## config.mk

```make
export PLATFORM = sky130hd
export DESIGN_NAME = uart_rx_ovs
export DESIGN_NICKNAME = d
export VERILOG_FILES = /design/src/rtl/uart_pkg.sv /design/src/rtl/uart_baud_tick.sv /design/src/rtl/uart_rx_ovs.sv
export SDC_FILE = /design/constraint.sdc
export NUM_CORES = 1
export LEC_CHECK = 0
export BUFFER_PORTS_ARGS = -buffer_cell sky130_fd_sc_hd__buf_4
export CAP_MARGIN = 30
export CORE_ASPECT_RATIO = 2
export CORE_MARGIN = 1.5
export CORE_UTILIZATION = 57
export DETAILED_ROUTE_END_ITERATION = 6
export PLACE_DENSITY_LB_ADDON = 0.25
export SYNTH_ARGS = -nofsm -noshare
export SYNTH_HDL_FRONTEND = slang
export SYNTH_SLANG_ARGS = --single-unit
```

## constraint.sdc

```tcl
create_clock -name clk -period 3.15 [get_ports clk]
set_input_delay 0.63 -clock clk [delete_from_list [all_inputs] [get_ports clk]]
set_output_delay 0.63 -clock clk [all_outputs]
set_load 0.01 [all_outputs]
```

## src/rtl/uart_pkg.sv

```systemverilog
// Shared types and constants for the oversampling UART blocks.
// The state enum is shared so the transmitter can reuse the same naming.
package uart_pkg;

  typedef enum logic [2:0] {IDLE, START, DATA, PARITY, STOP, BREAK} rx_state_t;

  localparam int PAR_NONE = 0;
  localparam int PAR_ODD  = 1;
  localparam int PAR_EVEN = 2;

  function automatic logic maj3(input logic a, input logic b, input logic c);
    return (a & b) | (a & c) | (b & c);
  endfunction

endpackage

```

## src/rtl/uart_baud_tick.sv

```systemverilog
// Oversample tick generator: one-clock pulse every CLK_FRQ/(BAUD*OVERSAMPLE) clocks.
// clr restarts the period so the following ticks line up with a detected start edge.
module uart_baud_tick #(
  parameter int CLK_FRQ    = 50_000_000,
  parameter int BAUD       = 9600,
  parameter int OVERSAMPLE = 16
) (
  input  logic clk,
  input  logic rst,
  input  logic clr,
  output logic tick
);

  localparam int DIV = CLK_FRQ / (BAUD * OVERSAMPLE);
  localparam int CW  = (DIV < 2) ? 1 : $clog2(DIV);
  localparam logic [CW-1:0] RELOAD = CW'(DIV - 1);

  if (DIV < 2) begin : g_div_check
    $error("uart_baud_tick: divider below 2, raise CLK_FRQ or lower BAUD*OVERSAMPLE");
  end

  logic [CW-1:0] cnt_q, cnt_d;

  always_comb begin
    tick  = 1'b0;
    cnt_d = cnt_q - CW'(1);
    if (clr) begin
      cnt_d = RELOAD;
    end else if (cnt_q == '0) begin
      tick  = 1'b1;
      cnt_d = RELOAD;
    end
  end

  always_ff @(posedge clk or posedge rst) begin
    if (rst) cnt_q <= '0;
    else     cnt_q <= cnt_d;
  end

endmodule

```

## src/rtl/uart_rx_ovs.sv

```systemverilog
// Oversampling UART receiver with 3-sample majority vote, optional parity,
// 1 or 2 stop bits and a valid/ready output register with overrun detection.
//
// state  | meaning
// IDLE   | line idle, waiting for a 1->0 edge on rx_s
// START  | inside the start bit, vote decides real start or glitch
// DATA   | shifting payload bits, LSB first
// PARITY | checking the parity bit against the payload
// STOP   | sampling stop bits, delivers the word on the last good one
// BREAK  | stop bit was 0, wait for the line to return high
module uart_rx_ovs
  import uart_pkg::*;
#(
  parameter int CLK_FRQ    = 50_000_000,
  parameter int BAUD       = 9600,
  parameter int OVERSAMPLE = 16,
  parameter int DATA_BITS  = 8,
  parameter int PARITY     = 0,
  parameter int STOP_BITS  = 1
) (
  input  logic                 clk,
  input  logic                 rst,
  input  logic                 axiid,
  input  logic                 axior,
  output logic                 axiov,
  output logic [DATA_BITS-1:0] axiod,
  output logic                 parity_err,
  output logic                 frame_err,
  output logic                 overrun
);

  localparam int H  = OVERSAMPLE / 2;
  localparam int SW = $clog2(OVERSAMPLE);
  localparam int BW = $clog2(DATA_BITS);

  if (PARITY < 0 || PARITY > 2) begin : g_chk_parity
    $error("uart_rx_ovs: PARITY must be 0, 1 or 2");
  end
  if (STOP_BITS != 1 && STOP_BITS != 2) begin : g_chk_stop
    $error("uart_rx_ovs: STOP_BITS must be 1 or 2");
  end
  if (DATA_BITS < 5 || DATA_BITS > 9) begin : g_chk_data
    $error("uart_rx_ovs: DATA_BITS must be 5..9");
  end
  if ((OVERSAMPLE % 2) != 0 || OVERSAMPLE < 8) begin : g_chk_ovs
    $error("uart_rx_ovs: OVERSAMPLE must be even and >= 8");
  end

  logic                 sync1_q, rx_s_q, rx_p_q;
  rx_state_t            state_q, state_d;
  logic [SW-1:0]        s_q, s_d;
  logic [1:0]           smp_q, smp_d;
  logic [BW-1:0]        bit_q, bit_d;
  logic                 stop_q, stop_d;
  logic [DATA_BITS-1:0] data_q, data_d;
  logic                 par_err_q, par_err_d;
  logic                 axiov_q, axiov_d;
  logic [DATA_BITS-1:0] axiod_q, axiod_d;
  logic                 parity_err_q, parity_err_d;
  logic                 frame_err_q, frame_err_d;
  logic                 overrun_q, overrun_d;

  logic tick, clr, vote, at_vote, exp_par;

  assign clr     = (state_q == IDLE) && rx_p_q && !rx_s_q;
  assign vote    = maj3(smp_q[1], smp_q[0], rx_s_q);
  assign at_vote = tick && (s_q == SW'(H + 1));
  assign exp_par = (PARITY == PAR_ODD) ? ~(^data_q) : (^data_q);

  uart_baud_tick #(
    .CLK_FRQ   (CLK_FRQ),
    .BAUD      (BAUD),
    .OVERSAMPLE(OVERSAMPLE)
  ) u_tick (
    .clk (clk),
    .rst (rst),
    .clr (clr),
    .tick(tick)
  );

  always_comb begin
    state_d      = state_q;
    s_d          = s_q;
    smp_d        = smp_q;
    bit_d        = bit_q;
    stop_d       = stop_q;
    data_d       = data_q;
    par_err_d    = par_err_q;
    axiov_d      = axiov_q && !axior;
    axiod_d      = axiod_q;
    parity_err_d = 1'b0;
    frame_err_d  = 1'b0;
    overrun_d    = 1'b0;

    if (tick && state_q != IDLE) begin
      s_d = (s_q == SW'(OVERSAMPLE - 1)) ? '0 : s_q + SW'(1);
      if (s_q == SW'(H - 1) || s_q == SW'(H)) smp_d = {smp_q[0], rx_s_q};
    end

    case (state_q)
      IDLE: begin
        if (clr) begin
          state_d   = START;
          s_d       = '0;
          bit_d     = '0;
          stop_d    = 1'b0;
          par_err_d = 1'b0;
        end
      end
      START: if (at_vote) state_d = vote ? IDLE : DATA;
      DATA: begin
        if (at_vote) begin
          data_d = {vote, data_q[DATA_BITS-1:1]};
          if (bit_q == BW'(DATA_BITS - 1)) state_d = (PARITY != PAR_NONE) ? uart_pkg::PARITY : STOP;
          else                             bit_d   = bit_q + BW'(1);
        end
      end
      uart_pkg::PARITY: begin
        if (at_vote) begin
          par_err_d = (vote != exp_par);
          state_d   = STOP;
        end
      end
      STOP: begin
        if (at_vote) begin
          if (!vote) begin
            frame_err_d = 1'b1;
            state_d     = BREAK;
          end else if (stop_q == 1'(STOP_BITS - 1)) begin
            state_d = IDLE;
            // a word still waiting downstream wins over the new one
            if (par_err_q)             parity_err_d = 1'b1;
            else if (axiov_q && !axior) overrun_d   = 1'b1;
            else begin
              axiod_d = data_q;
              axiov_d = 1'b1;
            end
          end else begin
            stop_d = 1'b1;
          end
        end
      end
      BREAK:   if (rx_s_q) state_d = IDLE;
      default: state_d = IDLE;
    endcase
  end

  always_ff @(posedge clk or posedge rst) begin
    if (rst) begin
      sync1_q      <= 1'b1;
      rx_s_q       <= 1'b1;
      rx_p_q       <= 1'b1;
      state_q      <= IDLE;
      s_q          <= '0;
      smp_q        <= '0;
      bit_q        <= '0;
      stop_q       <= 1'b0;
      data_q       <= '0;
      par_err_q    <= 1'b0;
      axiov_q      <= 1'b0;
      axiod_q      <= '0;
      parity_err_q <= 1'b0;
      frame_err_q  <= 1'b0;
      overrun_q    <= 1'b0;
    end else begin
      sync1_q      <= axiid;
      rx_s_q       <= sync1_q;
      rx_p_q       <= rx_s_q;
      state_q      <= state_d;
      s_q          <= s_d;
      smp_q        <= smp_d;
      bit_q        <= bit_d;
      stop_q       <= stop_d;
      data_q       <= data_d;
      par_err_q    <= par_err_d;
      axiov_q      <= axiov_d;
      axiod_q      <= axiod_d;
      parity_err_q <= parity_err_d;
      frame_err_q  <= frame_err_d;
      overrun_q    <= overrun_d;
    end
  end

  assign axiov      = axiov_q;
  assign axiod      = axiod_q;
  assign parity_err = parity_err_q;
  assign frame_err  = frame_err_q;
  assign overrun    = overrun_q;

endmodule

```

# ---- Yosys cells after proc, flatten, opt, wreduce, memory -nomap -nowiden
# Index checks and enable logic that the tools add are counted.
# W data, S select, Z words.
dict set report totals {
  word_cells 119
  inputBits 4
  output_inout_bits 12
  ff_bits 46
}
dict set report op_classes {
  n_eq_ne 21
  n_reduce_logical 22
  add_sub_neg 3
  n_bitwise 8
  muxes 49
}
# operator n
set ops {}
lappend ops {{$mux W3} 12}
lappend ops {{$mux W1} 26}
lappend ops {{$mux W9} 2}
lappend ops {{$ne A2 B2 Y1 const B} 9}
lappend ops {{$pmux W3 S6} 1}
lappend ops {{$mux W4} 4}
lappend ops {{$eq A4 B4 Y1 const B} 3}
lappend ops {{$eq A3 B3 Y1 const B} 3}
lappend ops {{$logic_not A9 Y1} 1}
lappend ops {{$sub A9 B1 Y9 const B} 1}
lappend ops {{$reduce_and A4 Y1} 2}
lappend ops {{$reduce_and A8 Y1} 1}
lappend ops {{$reduce_xor A8 Y1} 1}
lappend ops {{$eq A3 B2 Y1 const B} 2}
lappend ops {{$pmux W3 S2} 1}
lappend ops {{$reduce_and A6 Y1} 1}
lappend ops {{$reduce_bool A2 Y1} 3}
lappend ops {{$logic_and A1 B1 Y1} 5}
lappend ops {{$add A4 B1 Y4 const B} 1}
lappend ops {{$eq A4 B3 Y1 const B} 1}
lappend ops {{$pmux W1 S2} 2}
lappend ops {{$reduce_and A2 Y1} 2}
lappend ops {{$add A3 B1 Y3 const B} 1}
lappend ops {{$and A1 B1 Y1} 3}
lappend ops {{11 further kinds} 15}

# ---- Depth between registers and ports, before layout
dict set report logic_depth {
  word_depth 8
  depth_mapped 7
  ltp_nobuf 6
}

# ---- By module
# Synthesis repeated with hierarchy kept, for this count alone.
dict set report unflattened {
  cells_unflattened 189
  hier_area_um2 2190.9
}
# mod cells_per_inst n_inst area_per_inst_um2 seq_area_each_um2
set by_module_without_submodules {}
lappend by_module_without_submodules {uart_rx_ovs 145 1 1744.2 904.6}
lappend by_module_without_submodules {uart_baud_tick 44 1 446.7 225.2}

# ---- Worst setup path before layout
# Ideal clock, no wire load.
dict set report synth_path {
  kind {reg2reg}
  start {register u_tick.cnt_q[0]}
  end {register axiod_q[0], in the netlist axiod[0]}
  path_slack_ps 606
  t_arrival_ps 2420
  synth_period_minus_slack_ps 2544
  setup_time_ps 125
  path_stages_with_launch 7
  path_buffers 0
  required_ps 3025
  path_cell_list {dfrtp_1 -> inv_1 -> ha_1 -> or3b_2 -> or4_4 -> nor4b_4 -> mux2_2}
}
dict set report synth_via {
  elab_chain_cells 5
}
# item line
set synth_rtl {}
lappend synth_rtl {{start: declaration} uart_baud_tick.sv:22} ;# logic [CW-1:0] cnt_q, cnt_d;
lappend synth_rtl {{start signal: assignment} uart_baud_tick.sv:37} ;# else cnt_q <= cnt_d;
lappend synth_rtl {{$logic_not A9 Y1} uart_baud_tick.sv:29} ;# end else if (cnt_q == '0) begin
lappend synth_rtl {{$mux W1} uart_baud_tick.sv:29}
lappend synth_rtl {{$mux W1} uart_baud_tick.sv:27} ;# if (clr) begin
lappend synth_rtl {{$logic_and A1 B1 Y1} uart_rx_ovs.sv:67} ;# assign at_vote = tick && (s_q == SW'(H + 1));
lappend synth_rtl {{$reduce_and A6 Y1 (no line)} -}
lappend synth_rtl {{end signal: assignment} uart_rx_ovs.sv:177} ;# axiod_q <= axiod_d;
lappend synth_rtl {{end: declaration} uart_rx_ovs.sv:58} ;# logic [DATA_BITS-1:0] axiod_q, axiod_d;
# No other way between the ends.
# A chain may end at the register's enable or synchronous reset.

# ---- Worst setup path after layout
dict set report layout_path {
  start {register u_tick.cnt_q[0]}
  end {register axiod_q[5], in the netlist axiod[5]}
}
# The elaborated chain is that of the path after synthesis.

==> results.md <==
- Status: completed
- Final Hold Fails: 0
- Pleak: 1.13 nW
- RePlAce Congestion: 0.843
- FMAX: 361 MHz
- Cell Rows: 31
- Clock-pin slew on the worst setup and hold paths: 0.08 ns
- Worst Tran Pin Value: 0.626 ns
- Clk Latency, worst-skew pair: 0.29 ns
- Pre-antenna DRT Iters: 4
- Peak supply drop: 0.000421 V
- Reg power frac: 57.3%
- Async SR Flop Fraction: 100%
- Unique masters post-synth: 41
- Setup tns final: 0 ns
- Worst R2R Start: u_tick.cnt_q[0]
- Largest family of logic cells by synthesized area: simple AND/OR/NAND/NOR gates
- Endpoints failing setup: 0
- Pwr Density: 513 mW/mm²
- CP Data Required Time: 3.33 ns
- Post-route ant nets: 0
- CTS tree: yes
- First-pass GRT wire length: 6.58 mm
- Core box area: 0.00361 mm²
- DP HPWL: 3.03 mm
- Largest net degree at the start of global routing: 30
- Synth Area in Adders: 3.53%
- Post-synthesis mux area share: 10.9%
- Seq. cell area: 0.00113 mm²
- CTS Sinks: 45
- Total power: 1.24 mW
- Yosys warns: 0
- Area of the multi-input gates: 951 µm²
- Sequential area share after synthesis: 53.1%
- Setup Fix Bufs, Post-CTS: 0
- Worst flop-to-flop path endpoint: axiod[5]
- CP endpoint kind: flip-flop
- Total CTS buffers: 5
- Worst setup path endpoint: axiod[5]
- CP startpoint: u_tick.cnt_q[0]
- Ratio of final minimum period to clock period: 87.9%
- Worst slew margin: 58.0%
- Hold Crit Class: in -> async
- Slowest stage delay, CP: 0.57 ns
- Vias per cell: 5.75
- Diode count: 0
- Cell count after synthesis: 186
- Die Ht: 89.4 µm
- WHS: 0.265 ns
- CP startpoint kind: flip-flop
- First DRT Iteration DRCs: 41
- DR vias: 1,479
- Comb power frac: 15.5%
- Clock Power Share: 27.1%
- Worst reg2reg setup slack: 0.38 ns
- Slowest CP cell: nor4b_4
- Hold_buf cts: 0
- Ports: 16
- Crit path cell chain: inv_1 -> ha_1 -> or3b_2 -> or4_4 -> nor4b_4 -> mux2_2
- Number of fillers in the final layout: 286
- CP arrival: 2.95 ns
- Clk buf depth: 2
- Grt total ovfl: 0
- Layout area overhead: 13.4%
- Full die area: 0.00413 mm²
- Gr usage total: 22.4%
- Simple-Gate Fraction of Synth Area: 17.8%
- Routed len/inst: 15.3 µm
- Number of port buffers: 15
- Skew final: 0.00472 ns
- Most used DFF post-synth: dfrtp_1
- Syn Std Cell Area: 0.00213 mm²
- Width of the chip: 46.2 µm
- Unrepaired setup endpoints after global routing: no
- Slew Limit Fails: 0
- Maxcap violations: 0
- Min Tclk post-route: 2.77 ns
- Crit path kind: reg -> reg
- Layout cells sized above 1: 24.0%
- Switching Fraction: 28.5%
- Post-synthesis compound-gate area fraction: 6.82%
- Post-Route WL: 3.94 mm
- Post-cts resize count: 0
- CP max FO: 8
- Sw Pwr: 352 µW
- Mean area per synthesized cell: 11.4 µm²
- EDFF count, synth: 0
- Initial antenna violation count: 0
- Initial core utilization: 59.0%
- CTS root buffer: clkbuf_8
- Nets: 217
- Synth Area in XOR/XNOR: 5.59%
- CTS H-tree depth: 2
- Net Count, Synth: 196
- # DRC: 0
- Pint: 885 µW
- Vias in the first global route: 1,508
- Seq cells post-synth: 45
- R2R depth: 6
==> worst max-delay path: cells and delay by family (launching register included) <==
family	cells	cell delay, ns
fa+ha+maj	1	0.17
buf+inv	1	0.07
flops	1	0.42
mux	1	0.41
simple gates	3	1.59
==> synth_stat cells (all sizes together), types with 2 or more instances <==
cell type / n / share of area (%)
mux2i: 3 / 1.4
mux2: 18 / 9.5
a21oi: 4 / 0.94
o21a: 2 / 0.71
or4: 4 / 1.6
nand2: 14 / 2.5
or3: 3 / 0.88
inv: 7 / 1.2
nor4: 5 / 1.8
nand3b: 2 / 0.71
o211ai: 3 / 1.1
nor4b: 2 / 1.5
clkbuf: 4 / 0.71
nand2b: 2 / 0.59
xnor2: 10 / 4.1
o31ai: 2 / 0.71
o21ai: 8 / 1.9
dfrtp: 42 / 49
nor3: 7 / 1.6
ha: 6 / 3.5
nand3: 7 / 1.6
nor2: 14 / 2.5
dfstp: 3 / 3.7
==> cell families after synthesis <==
kind of cell / Yosys count
XOR/XNOR: 12
flip-flops: 45
buffers and inverters: 12
AND/OR/NAND/NOR: 67
multiplexers: 21
AO/OA/AOI/OAI: 23
adder cells (fa/ha/maj): 6
==> final cells by class <==
type	count	share of cell area (%)
sequential	45	46.8
inverter	7	1.09
timing repair buffer	19	6.74
clock inverter	1	0.207
clock buffer	7	3.16
tap	49	2.54
multi-input combinational	129	39.4
==> placed cells by master, fill, tap and decap left out, types with 7 or more instances in the layout <==
master,n
xnor2_1,10
nand2_1,14
nor2_1,14
buf_4,18
mux2_2,18
nor3_1,7
dfrtp_1,42
o21ai_0,7
nand3_1,7
==> per-stage QoR <==
stage,area [µm²],worst slack (ns),cells,util (%)
after detailed placement,2300,0.361,248,63.9
final,2410,0.380,257,66.9
after global placement,2300,0.450,248,63.9
after floorplan,2130,0.606,186,-
after global routing,2410,0.259,257,66.9
after CTS,2380,0.341,256,66.1
==> metal layers <==
metal | GRT usage, % | part of all wire [%]
met5 | 0 | 0
met4 | 13.0 | 3.7
met3 | 3.84 | 2.5
met2 | 40.7 | 58
met1 | 22.1 | 36
==> power by group through the flow <==
stage | combinational, mW | clock [mW] | sequential, mW
CTS | 0.192 | 0.345 | 0.711
global route | 0.222 | 0.365 | 0.721
global placement | 0.179 | 0 | 0.712
finish | 0.192 | 0.336 | 0.710
detailed placement | 0.190 | 0 | 0.721
floorplan | 0.167 | 0 | 0.692
==> flip-flops by register name, indices dropped and copies added (netlist names) <==
| signal | flops |
|---|---|
| rx_p_q | 1 |
| sync1_q | 1 |
| rx_s_q | 1 |
| smp_q | 2 |
| par_err_q | 1 |
| data_q | 8 |
| u_tick.cnt_q | 9 |
| bit_q | 3 |
| s_q | 4 |
| axiov | 1 |
| frame_err | 1 |
| overrun | 1 |
| axiod | 8 |
| state_q | 3 |
| parity_err | 1 |
==> worst min-delay path by stage <==
stage,to,slack (ns),depth (start not counted)
detailed placement,rx_s_q,0.35,0
finish,s_q[2],0.26,2
CTS,rx_s_q,0.36,0
global placement,rx_s_q,0.35,0
floorplan,rx_s_q,0.35,0
global route,s_q[0],0.28,2
Note: power is estimated with default switching activity, not from simulation.
